--- src/rtl/mem_bus_arbiter_pkg.sv ---
// Shared definitions for the memory bus arbiter: default address map,
// region and FSM encodings, and the address decoder.
package mem_bus_arbiter_pkg;

   localparam int unsigned RamDepthDef = 2048;
   localparam int unsigned LedAddrDef  = 2048;
   localparam int unsigned BtnAddrDef  = 2049;

   typedef enum logic [1:0] {
      RegRam,
      RegLed,
      RegBtn,
      RegNone
   } region_e;

   typedef enum logic [1:0] {
      StIdle,
      StIssue,
      StWait,
      StDone
   } state_e;

   // Map a zero-extended requester address onto the region it targets.
   function automatic region_e decode_region(input logic [31:0] addr,
                                             input int unsigned ram_depth,
                                             input int unsigned led_addr,
                                             input int unsigned btn_addr);
      if (addr < ram_depth) begin
         return RegRam;
      end else if (addr == led_addr) begin
         return RegLed;
      end else if (addr == btn_addr) begin
         return RegBtn;
      end
      return RegNone;
   endfunction

endpackage

--- src/rtl/mem_bus_arbiter_rr_arbiter2.sv ---
// Two-way round-robin grant selection. Purely combinational; the caller
// holds last_gnt in a register and updates it on each accepted grant.
module rr_arbiter2 (
   input  logic REQ0,
   input  logic REQ1,
   input  logic last_gnt,
   output logic gnt_valid,
   output logic gnt_id
);

   // On a tie the port that was not granted last time wins.
   always_comb begin
      gnt_valid = REQ0 | REQ1;
      gnt_id    = (REQ0 & REQ1) ? ~last_gnt : REQ1;
   end

endmodule

--- src/rtl/mem_bus_arbiter.sv ---
// Sequences CPU and loader accesses to the shared single-port RAM and the
// LED/button I/O registers, one transaction at a time.
module mem_bus_arbiter
   import mem_bus_arbiter_pkg::*;
#(
   parameter int unsigned ADDR_W    = 16,
   parameter int unsigned RAM_DEPTH = RamDepthDef,
   parameter int unsigned LED_ADDR  = LedAddrDef,
   parameter int unsigned BTN_ADDR  = BtnAddrDef,
   parameter int unsigned LED_W     = 2
) (
   input  logic              CLK_100MHz,
   input  logic              RESET,
   input  logic              REQ0,
   input  logic              WE0,
   input  logic [ADDR_W-1:0] ADDR0,
   input  logic [15:0]       WDATA0,
   output logic              ACK0,
   output logic [15:0]       RDATA0,
   input  logic              REQ1,
   input  logic              WE1,
   input  logic [ADDR_W-1:0] ADDR1,
   input  logic [15:0]       WDATA1,
   output logic              ACK1,
   output logic [15:0]       RDATA1,
   output logic [10:0]       RAM_ADDR,
   output logic              RAM_WE,
   output logic [15:0]       RAM_WDATA,
   input  logic [15:0]       RAM_RDATA,
   output logic [LED_W-1:0]  LED,
   input  logic              BUTTON
);

   state_e             state_q, state_d;
   region_e            region_q, region_d;
   logic               id_q, id_d;
   logic               we_q, we_d;
   logic [LED_W-1:0]   led_wdata_q, led_wdata_d;
   logic               last_gnt_q, last_gnt_d;
   logic               ack0_q, ack0_d;
   logic               ack1_q, ack1_d;
   logic [15:0]        rdata0_q, rdata0_d;
   logic [15:0]        rdata1_q, rdata1_d;
   logic [10:0]        ram_addr_q, ram_addr_d;
   logic               ram_we_q, ram_we_d;
   logic [15:0]        ram_wdata_q, ram_wdata_d;
   logic [LED_W-1:0]   led_q, led_d;
   logic               btn_meta_q, btn_sync_q;

   logic               gnt_valid;
   logic               gnt_id;
   logic               sel_we;
   logic [ADDR_W-1:0]  sel_addr;
   logic [15:0]        sel_wdata;
   region_e            sel_region;
   logic               cap_en;
   logic [15:0]        cap_val;

   rr_arbiter2 u_rr_arbiter2 (
      .REQ0      (REQ0),
      .REQ1      (REQ1),
      .last_gnt  (last_gnt_q),
      .gnt_valid (gnt_valid),
      .gnt_id    (gnt_id)
   );

   // Mux the granted port's request and decode its target region.
   always_comb begin
      sel_we     = gnt_id ? WE1    : WE0;
      sel_addr   = gnt_id ? ADDR1  : ADDR0;
      sel_wdata  = gnt_id ? WDATA1 : WDATA0;
      sel_region = decode_region(32'(sel_addr), RAM_DEPTH, LED_ADDR, BTN_ADDR);
   end

   // Transaction FSM: next state, RAM command, I/O side effects and read capture.
   always_comb begin
      state_d     = state_q;
      region_d    = region_q;
      id_d        = id_q;
      we_d        = we_q;
      led_wdata_d = led_wdata_q;
      last_gnt_d  = last_gnt_q;
      ack0_d      = 1'b0;
      ack1_d      = 1'b0;
      rdata0_d    = rdata0_q;
      rdata1_d    = rdata1_q;
      ram_addr_d  = ram_addr_q;
      ram_we_d    = 1'b0;
      ram_wdata_d = ram_wdata_q;
      led_d       = led_q;
      cap_en      = 1'b0;
      cap_val     = '0;

      unique case (state_q)
         StIdle: begin
            if (gnt_valid) begin
               id_d        = gnt_id;
               we_d        = sel_we;
               region_d    = sel_region;
               led_wdata_d = sel_wdata[LED_W-1:0];
               last_gnt_d  = gnt_id;
               state_d     = StIssue;
               // RAM command is registered here so it is stable for all of ISSUE.
               if (sel_region == RegRam) begin
                  ram_addr_d  = sel_addr[10:0];
                  ram_we_d    = sel_we;
                  ram_wdata_d = sel_wdata;
               end
            end
         end
         StIssue: begin
            state_d = StDone;
            unique case (region_q)
               RegRam: begin
                  if (!we_q) state_d = StWait;
               end
               RegLed: begin
                  if (we_q) begin
                     led_d = led_wdata_q;
                  end else begin
                     cap_en  = 1'b1;
                     cap_val = 16'(led_q);
                  end
               end
               RegBtn: begin
                  if (!we_q) begin
                     cap_en  = 1'b1;
                     cap_val = {15'b0, btn_sync_q};
                  end
               end
               RegNone: begin
                  if (!we_q) begin
                     cap_en  = 1'b1;
                     cap_val = '0;
                  end
               end
               default: ;
            endcase
         end
         StWait: begin
            cap_en  = 1'b1;
            cap_val = RAM_RDATA;
            state_d = StDone;
         end
         StDone: begin
            state_d = StIdle;
         end
         default: begin
            state_d = StIdle;
         end
      endcase

      // ACK is registered so it is high exactly while in DONE.
      if (state_d == StDone && state_q != StDone) begin
         ack0_d = ~id_q;
         ack1_d = id_q;
      end

      if (cap_en) begin
         if (id_q) rdata1_d = cap_val;
         else      rdata0_d = cap_val;
      end
   end

   // State and datapath registers with synchronous reset.
   always_ff @(posedge CLK_100MHz) begin
      if (RESET) begin
         state_q     <= StIdle;
         region_q    <= RegNone;
         id_q        <= 1'b0;
         we_q        <= 1'b0;
         led_wdata_q <= '0;
         last_gnt_q  <= 1'b1;
         ack0_q      <= 1'b0;
         ack1_q      <= 1'b0;
         rdata0_q    <= '0;
         rdata1_q    <= '0;
         ram_addr_q  <= '0;
         ram_we_q    <= 1'b0;
         ram_wdata_q <= '0;
         led_q       <= '0;
      end else begin
         state_q     <= state_d;
         region_q    <= region_d;
         id_q        <= id_d;
         we_q        <= we_d;
         led_wdata_q <= led_wdata_d;
         last_gnt_q  <= last_gnt_d;
         ack0_q      <= ack0_d;
         ack1_q      <= ack1_d;
         rdata0_q    <= rdata0_d;
         rdata1_q    <= rdata1_d;
         ram_addr_q  <= ram_addr_d;
         ram_we_q    <= ram_we_d;
         ram_wdata_q <= ram_wdata_d;
         led_q       <= led_d;
      end
   end

   // Two-flop synchronizer for the asynchronous push-button.
   always_ff @(posedge CLK_100MHz) begin
      if (RESET) begin
         btn_meta_q <= 1'b0;
         btn_sync_q <= 1'b0;
      end else begin
         btn_meta_q <= BUTTON;
         btn_sync_q <= btn_meta_q;
      end
   end

   // Drive outputs straight from registers.
   always_comb begin
      ACK0      = ack0_q;
      ACK1      = ack1_q;
      RDATA0    = rdata0_q;
      RDATA1    = rdata1_q;
      RAM_ADDR  = ram_addr_q;
      RAM_WE    = ram_we_q;
      RAM_WDATA = ram_wdata_q;
      LED       = led_q;
   end

endmodule

--- config.mk ---
export PLATFORM = sky130hd
export DESIGN_NAME = mem_bus_arbiter
export DESIGN_NICKNAME = d
export VERILOG_FILES = /design/src/rtl/mem_bus_arbiter_pkg.sv /design/src/rtl/mem_bus_arbiter_rr_arbiter2.sv /design/src/rtl/mem_bus_arbiter.sv
export SDC_FILE = /design/constraint.sdc
export NUM_CORES = 1
export LEC_CHECK = 0
export CAP_MARGIN = 20
export CELL_PAD_IN_SITES_DETAIL_PLACEMENT = 0
export CELL_PAD_IN_SITES_GLOBAL_PLACEMENT = 1
export CORE_MARGIN = 5
export CORE_UTILIZATION = 34
export CTS_BUF_LIST = sky130_fd_sc_hd__clkbuf_2
export DETAILED_ROUTE_END_ITERATION = 12
export GPL_TIMING_DRIVEN = 0
export PLACE_DENSITY_LB_ADDON = 0.1
export SETUP_SLACK_MARGIN = 0.4
export SLEW_MARGIN = 20
export SYNTH_ARGS = -nofsm -noshare
export SYNTH_HDL_FRONTEND = slang
export SYNTH_HIERARCHICAL = 1
export SYNTH_SLANG_ARGS = --single-unit
--- constraint.sdc ---
create_clock -name CLK_100MHz -period 4.65 [get_ports CLK_100MHz]
set_input_delay 1.1625 -clock CLK_100MHz [delete_from_list [all_inputs] [get_ports CLK_100MHz]]
set_output_delay 1.1625 -clock CLK_100MHz [all_outputs]
set_load 0.03 [all_outputs]
# Yosys cells after proc, flatten, opt, wreduce, memory -nomap -nowiden
# Index checks and enable logic that the tools add are counted.
word_totals:
  reg_bits: 75
  inputBits: 87
classes:
  order_cmp: 1
  n_bitwise: 8
  n_reduce_logical: 12
  muxes: 22
  eq_ne: 10
op_table:
  columns: ["cell", "n"]
  rows:
  - ["$eq A16 B12 Y1 const B", 2]
  - ["$mux W16", 2]
  - ["$pmux W16 S2", 1]
  - ["$lt A16 B12 Y1 const B", 1]
  - ["$mux W2", 6]
  - ["$eq A2 B2 Y1 const B", 5]
  - ["$mux W1", 10]
  - ["$pmux W2 S4", 1]
  - ["$logic_not A2 Y1", 3]
  - ["$not A1 Y1", 6]
  - ["$reduce_and A2 Y1", 3]
  - ["$reduce_and A3 Y1", 2]
  - ["$eq A2 B1 Y1 const B", 2]
  - ["$pmux W2 S2", 1]
  - ["$reduce_or A4 Y1", 1]
  - ["$reduce_or A3 Y1", 1]
  - ["$ne A2 B2 Y1 const B", 1]
  - ["$pmux W1 S2", 1]
  - ["$reduce_or A2 Y1", 1]
  - ["$and A1 B1 Y1", 1]
  - ["$logic_and A1 B1 Y1", 1]
  - ["$or A1 B1 Y1", 1]

# Longest topological paths before layout
depth:
  ltp_word: 11
  depth_mapped: 8

# Modules after synthesis
# The synthesis kept the hierarchy.
by_module_without_submodules:
  columns: ["mod", "cells_per_inst", "instances", "area_each_um2"]
  rows:
  - ["mem_bus_arbiter", 358, 1, 3467.1]
  - ["rr_arbiter2", 2, 1, 13.8]

# Worst setup path after synthesis
# No wires, ideal clock.
synth_timing:
  path_kind: "input-to-reg"
  from: "in REQ1"
  to: "reg ram_addr_q[0] (netlist: RAM_ADDR[0])"
  t_required_ns: 4.508
  slack_ns: 2.169
  setup_time_ns: 0.142
  arrival_ns: 2.339
  stages: 8
  cell_sequence: "a21boi_1 > buf_6 > nor4_4 > a22o_4 > and2_1 > buf_6 > buf_6 > a211oi_2"
synth_between:
  elab_chain_cells: 10
  elab_cells_between_ends: 15
synth_rtl:
  columns: ["item", "line", "source"]
  rows:
  - ["from (decl)", "mem_bus_arbiter.sv:20", "input logic REQ1,"]
  - ["parallel branches: the longest is 10 deep, another holds $lt A16 B12 Y1", null, null]
  - ["to (signal assigned)", "mem_bus_arbiter.sv:193", "ram_addr_q <= ram_addr_d;"]
  - ["to (decl)", "mem_bus_arbiter.sv:44", "logic [10:0] ram_addr_q, ram_addr_d;"]
# Parallel ways; which one is timed is not known.
# A chain may end at the register's enable or synchronous reset.

# Worst setup path in the final report
layout_timing:
  from: "reg rdata1_q[12] (netlist: RDATA1[12])"
  to: "out RDATA1[12]"
layout_lines:
  columns: ["item", "line", "source"]
  rows:
  - ["from (decl)", "mem_bus_arbiter.sv:43", "logic [15:0] rdata1_q, rdata1_d;"]
  - ["from (signal assigned)", "mem_bus_arbiter.sv:192", "rdata1_q <= rdata1_d;"]
  - ["to (decl)", "mem_bus_arbiter.sv:25", "output logic [15:0] RDATA1,"]
# No word-level cell between the ends.

==> metrics.csv <==
metric,value,unit
initial antenna violation count,0,
Final nets,617,
postcts setup bufs,0,
DP Area,0.00515,mm²
# Max-Cap Violations,0,
Worst Hold Class,reg -> reg,
fin crit period,2790,ps
final hold vios,0,
synthesis-stage register bit count,75,
Horiz. Die Dim,111,µm
initial core utilization,34.3,%
most common cell in the netlist,dfxtp_1,
syn_nets,456,
Simple-Gate Fraction of Synth Area,15.6,%
count of input and output buffers,150,
global placement routability congestion,0.763,
Antenna Nets Post-Route,0,
status,finished clean,
drt drc,0,
CTS tree,built,
CORE AREA,0.0101,mm²
Post-CTS Hold Buffers,0,
LEAKAGE,1.84,nW
initial DRC count,112,
Post-synth top cells,"dfxtp_1, a21oi_1, nand2_1, mux2i_1, nand3_1",
largest net degree at the start of global routing,14,
drt wl/cell,16.2,µm
Root Buffer,clkbuf_2,
Most used DFF post-synth,dfxtp_1,
"area leader, netlist",dfxtp_1,
post-synthesis mux area share,8.63,%
1st-pass router iterations,4,
GR Overflow Total,0,
Vias,3213,
Skew-Pair Late Insertion Delay,540,ps
final setup TNS,0,ps
Tot GR Track Use,17.6,%
Syn Inst Count,360,
FMAX,359,MHz
Ys Warns,6,
ys async rst share,0,%
slew margin rel.,49.0,%
synth-to-layout area growth,51.2,%
"top cells by area, synth","dfxtp_1, mux2i_1, a211oi_2",
Slew Limit Fails,0,
Tightest Pin Transition,765,ps
worst hold margin,462,ps
TritonCTS buffer count,9,
clk sinks,75,
final wirelength,10700,µm
Synth top area share,43.1,%
critical path peak fanout,2,
first-pass GRT wire length,17800,µm
Vias per Instance,4.85,
vias in the first global route,3466,
critical path data arrival time,1630,ps
Worst setup SP type,register,
post-cts resize count,0,
largest family of logic cells by synthesized area,compound AO/OA/AOI/OAI gates,
synthesized cell area,0.00348,mm²
worst vdd ir,0.169,mV
Clock transition at path regs,240,ps
Post-synth EDFFs,0,
r2r setup slk,2470,ps
CTS Buffer Depth,2,
library cells used by synthesis,44,
crit-path leading delay family,buffers and inverters,
"Seq/Total Area, Yosys",43.1,%
Post-Synth Adder-Cell Area,3.24,%
post-synthesis xor/xnor area fraction,0,%
ant diodes,0,
Layout fillers,997,
Crit path buffers/inverters,1,
Compound-Gate Fraction of Synth Area,23.4,%
Die Span Y,111,µm
Finish-stage setup viols,0,
die area,0.0124,mm²
critical path cell sequence,clkdlybuf4s50_1,
cell row count,37,
fin area,0.00526,mm²
RSZ-0062 raised after global routing,false,
hpwl dp,8480,µm
synthesized area per cell,9.67,µm²
Final period util,60.0,%
skew final,51.7,ps
critical path class,reg -> out,
CP max stage cell,clkdlybuf4s50_1,
layout cells sized above 1,12.7,%
P per Cell Area,341,mW/mm²
Critical Path Sink Type,output pin,
slowest cell delay on critical path,700,ps
count of boundary I/O pins,151,
H-Tree Depth,3,
Critical Path RT,3490,ps
-- state kept, by name (all words and copies together) (netlist names) --
name / flops
ACK0: 1
ACK1: 1
LED: 2
RAM_ADDR: 11
RAM_WDATA: 16
RAM_WE: 1
RDATA0: 16
RDATA1: 16
btn_meta_q: 1
btn_sync_q: 1
id_q: 1
last_gnt_q: 1
led_wdata_q: 2
region_q: 2
state_q: 2
we_q: 1
-- cell families (layout without fill, tap and decap cells) --
group,after synthesis,in the layout
muxes,30,30
buffers and inverters,37,203
adders and majority gates,9,9
AOI/OAI and AO/OA,108,108
and+or+nand+nor,101,101
DFF,75,75
-- cell type report --
cell class	count	area, µm²	share of cell area (%)
plain buffers	31	186	3.54
clock buffers	9	45.0	0.856
clock inverters	7	66.3	1.26
inverters	6	22.5	0.428
multi-input cells	248	1770	33.6
flip-flops and latches	75	1500	28.5
well taps	136	170	3.23
repair buffers	150	1500	28.5
-- worst register-to-register path: stages, from the launching register on --
cell and delay, ps:
dfxtp_1 440, inv_1 100, ha_1 350, nor2b_1 150, clkbuf_1 190, o21ai_2 200
clkbuf_1 430, nand2_1 100, a21oi_1 160
-- layout by cell type, fill, tap and decap left out, drive strengths merged --
master / Yosys / final
a211oi: 31 / 31
a21boi: 1 / 1
a21o: 1 / 1
a21oi: 60 / 60
a22o: 3 / 3
a22oi: 1 / 1
a31oi: 1 / 1
a32oi: 1 / 1
a41oi: 1 / 1
and2: 2 / 2
and3b: 1 / 1
buf: 16 / 16
bufinv: 0 / 1
clkbuf: 15 / 24
clkdlybuf4s50: 0 / 150
clkinv: 0 / 4
clkinvlp: 0 / 1
dfxtp: 75 / 75
ha: 9 / 9
inv: 6 / 7
mux2i: 30 / 30
nand2: 34 / 34
nand2b: 1 / 1
nand3: 29 / 29
nand3b: 2 / 2
nand4b: 2 / 2
nor2: 11 / 11
nor2b: 4 / 4
nor3: 1 / 1
nor3b: 2 / 2
nor4: 5 / 5
nor4b: 4 / 4
o211a: 1 / 1
o211ai: 1 / 1
o21a: 2 / 2
o21ai: 4 / 4
or2: 3 / 3
-- layer usage --
metal / global-route usage [%] / wire, µm
met4: 4.54 / 151
met3: 5.90 / 747
met1: 22.9 / 4980
met2: 28.1 / 4840
met5: 0 / 0
-- where the power goes --
part	internal (mW)	leakage [nW]	total, mW	switching (mW)
registers	0.707	0.608	0.750	0.0432
clock network	0.122	0.0718	0.358	0.236
logic	0.275	1.16	0.690	0.414
total	1.10	1.84	1.80	0.693
-- worst paths after layout --
path,start,endpoint,cells past startpoint
min,btn_meta_q,btn_sync_q,1
min reg2reg,btn_meta_q,btn_sync_q,1
max,RDATA1[12],RDATA1[12],1
max reg2reg,state_q[0],RDATA0[11],8
-- stage by stage --
| step | setup slack [ps] | cells | utilization, % | total power [mW] |
|---|---|---|---|---|
| final | 1860 | 662 | 51.9 | 1.80 |
| after global routing | 1730 | 662 | 51.9 | 1.92 |
| after CTS | 1810 | 662 | 51.9 | 1.82 |
| after detailed placement | 1410 | 646 | 50.8 | 1.46 |
| after global placement | 1510 | 646 | 50.8 | 1.45 |
| after floorplan | 2170 | 360 | - | 1.19 |
Note: power is estimated with default switching activity, not from simulation.
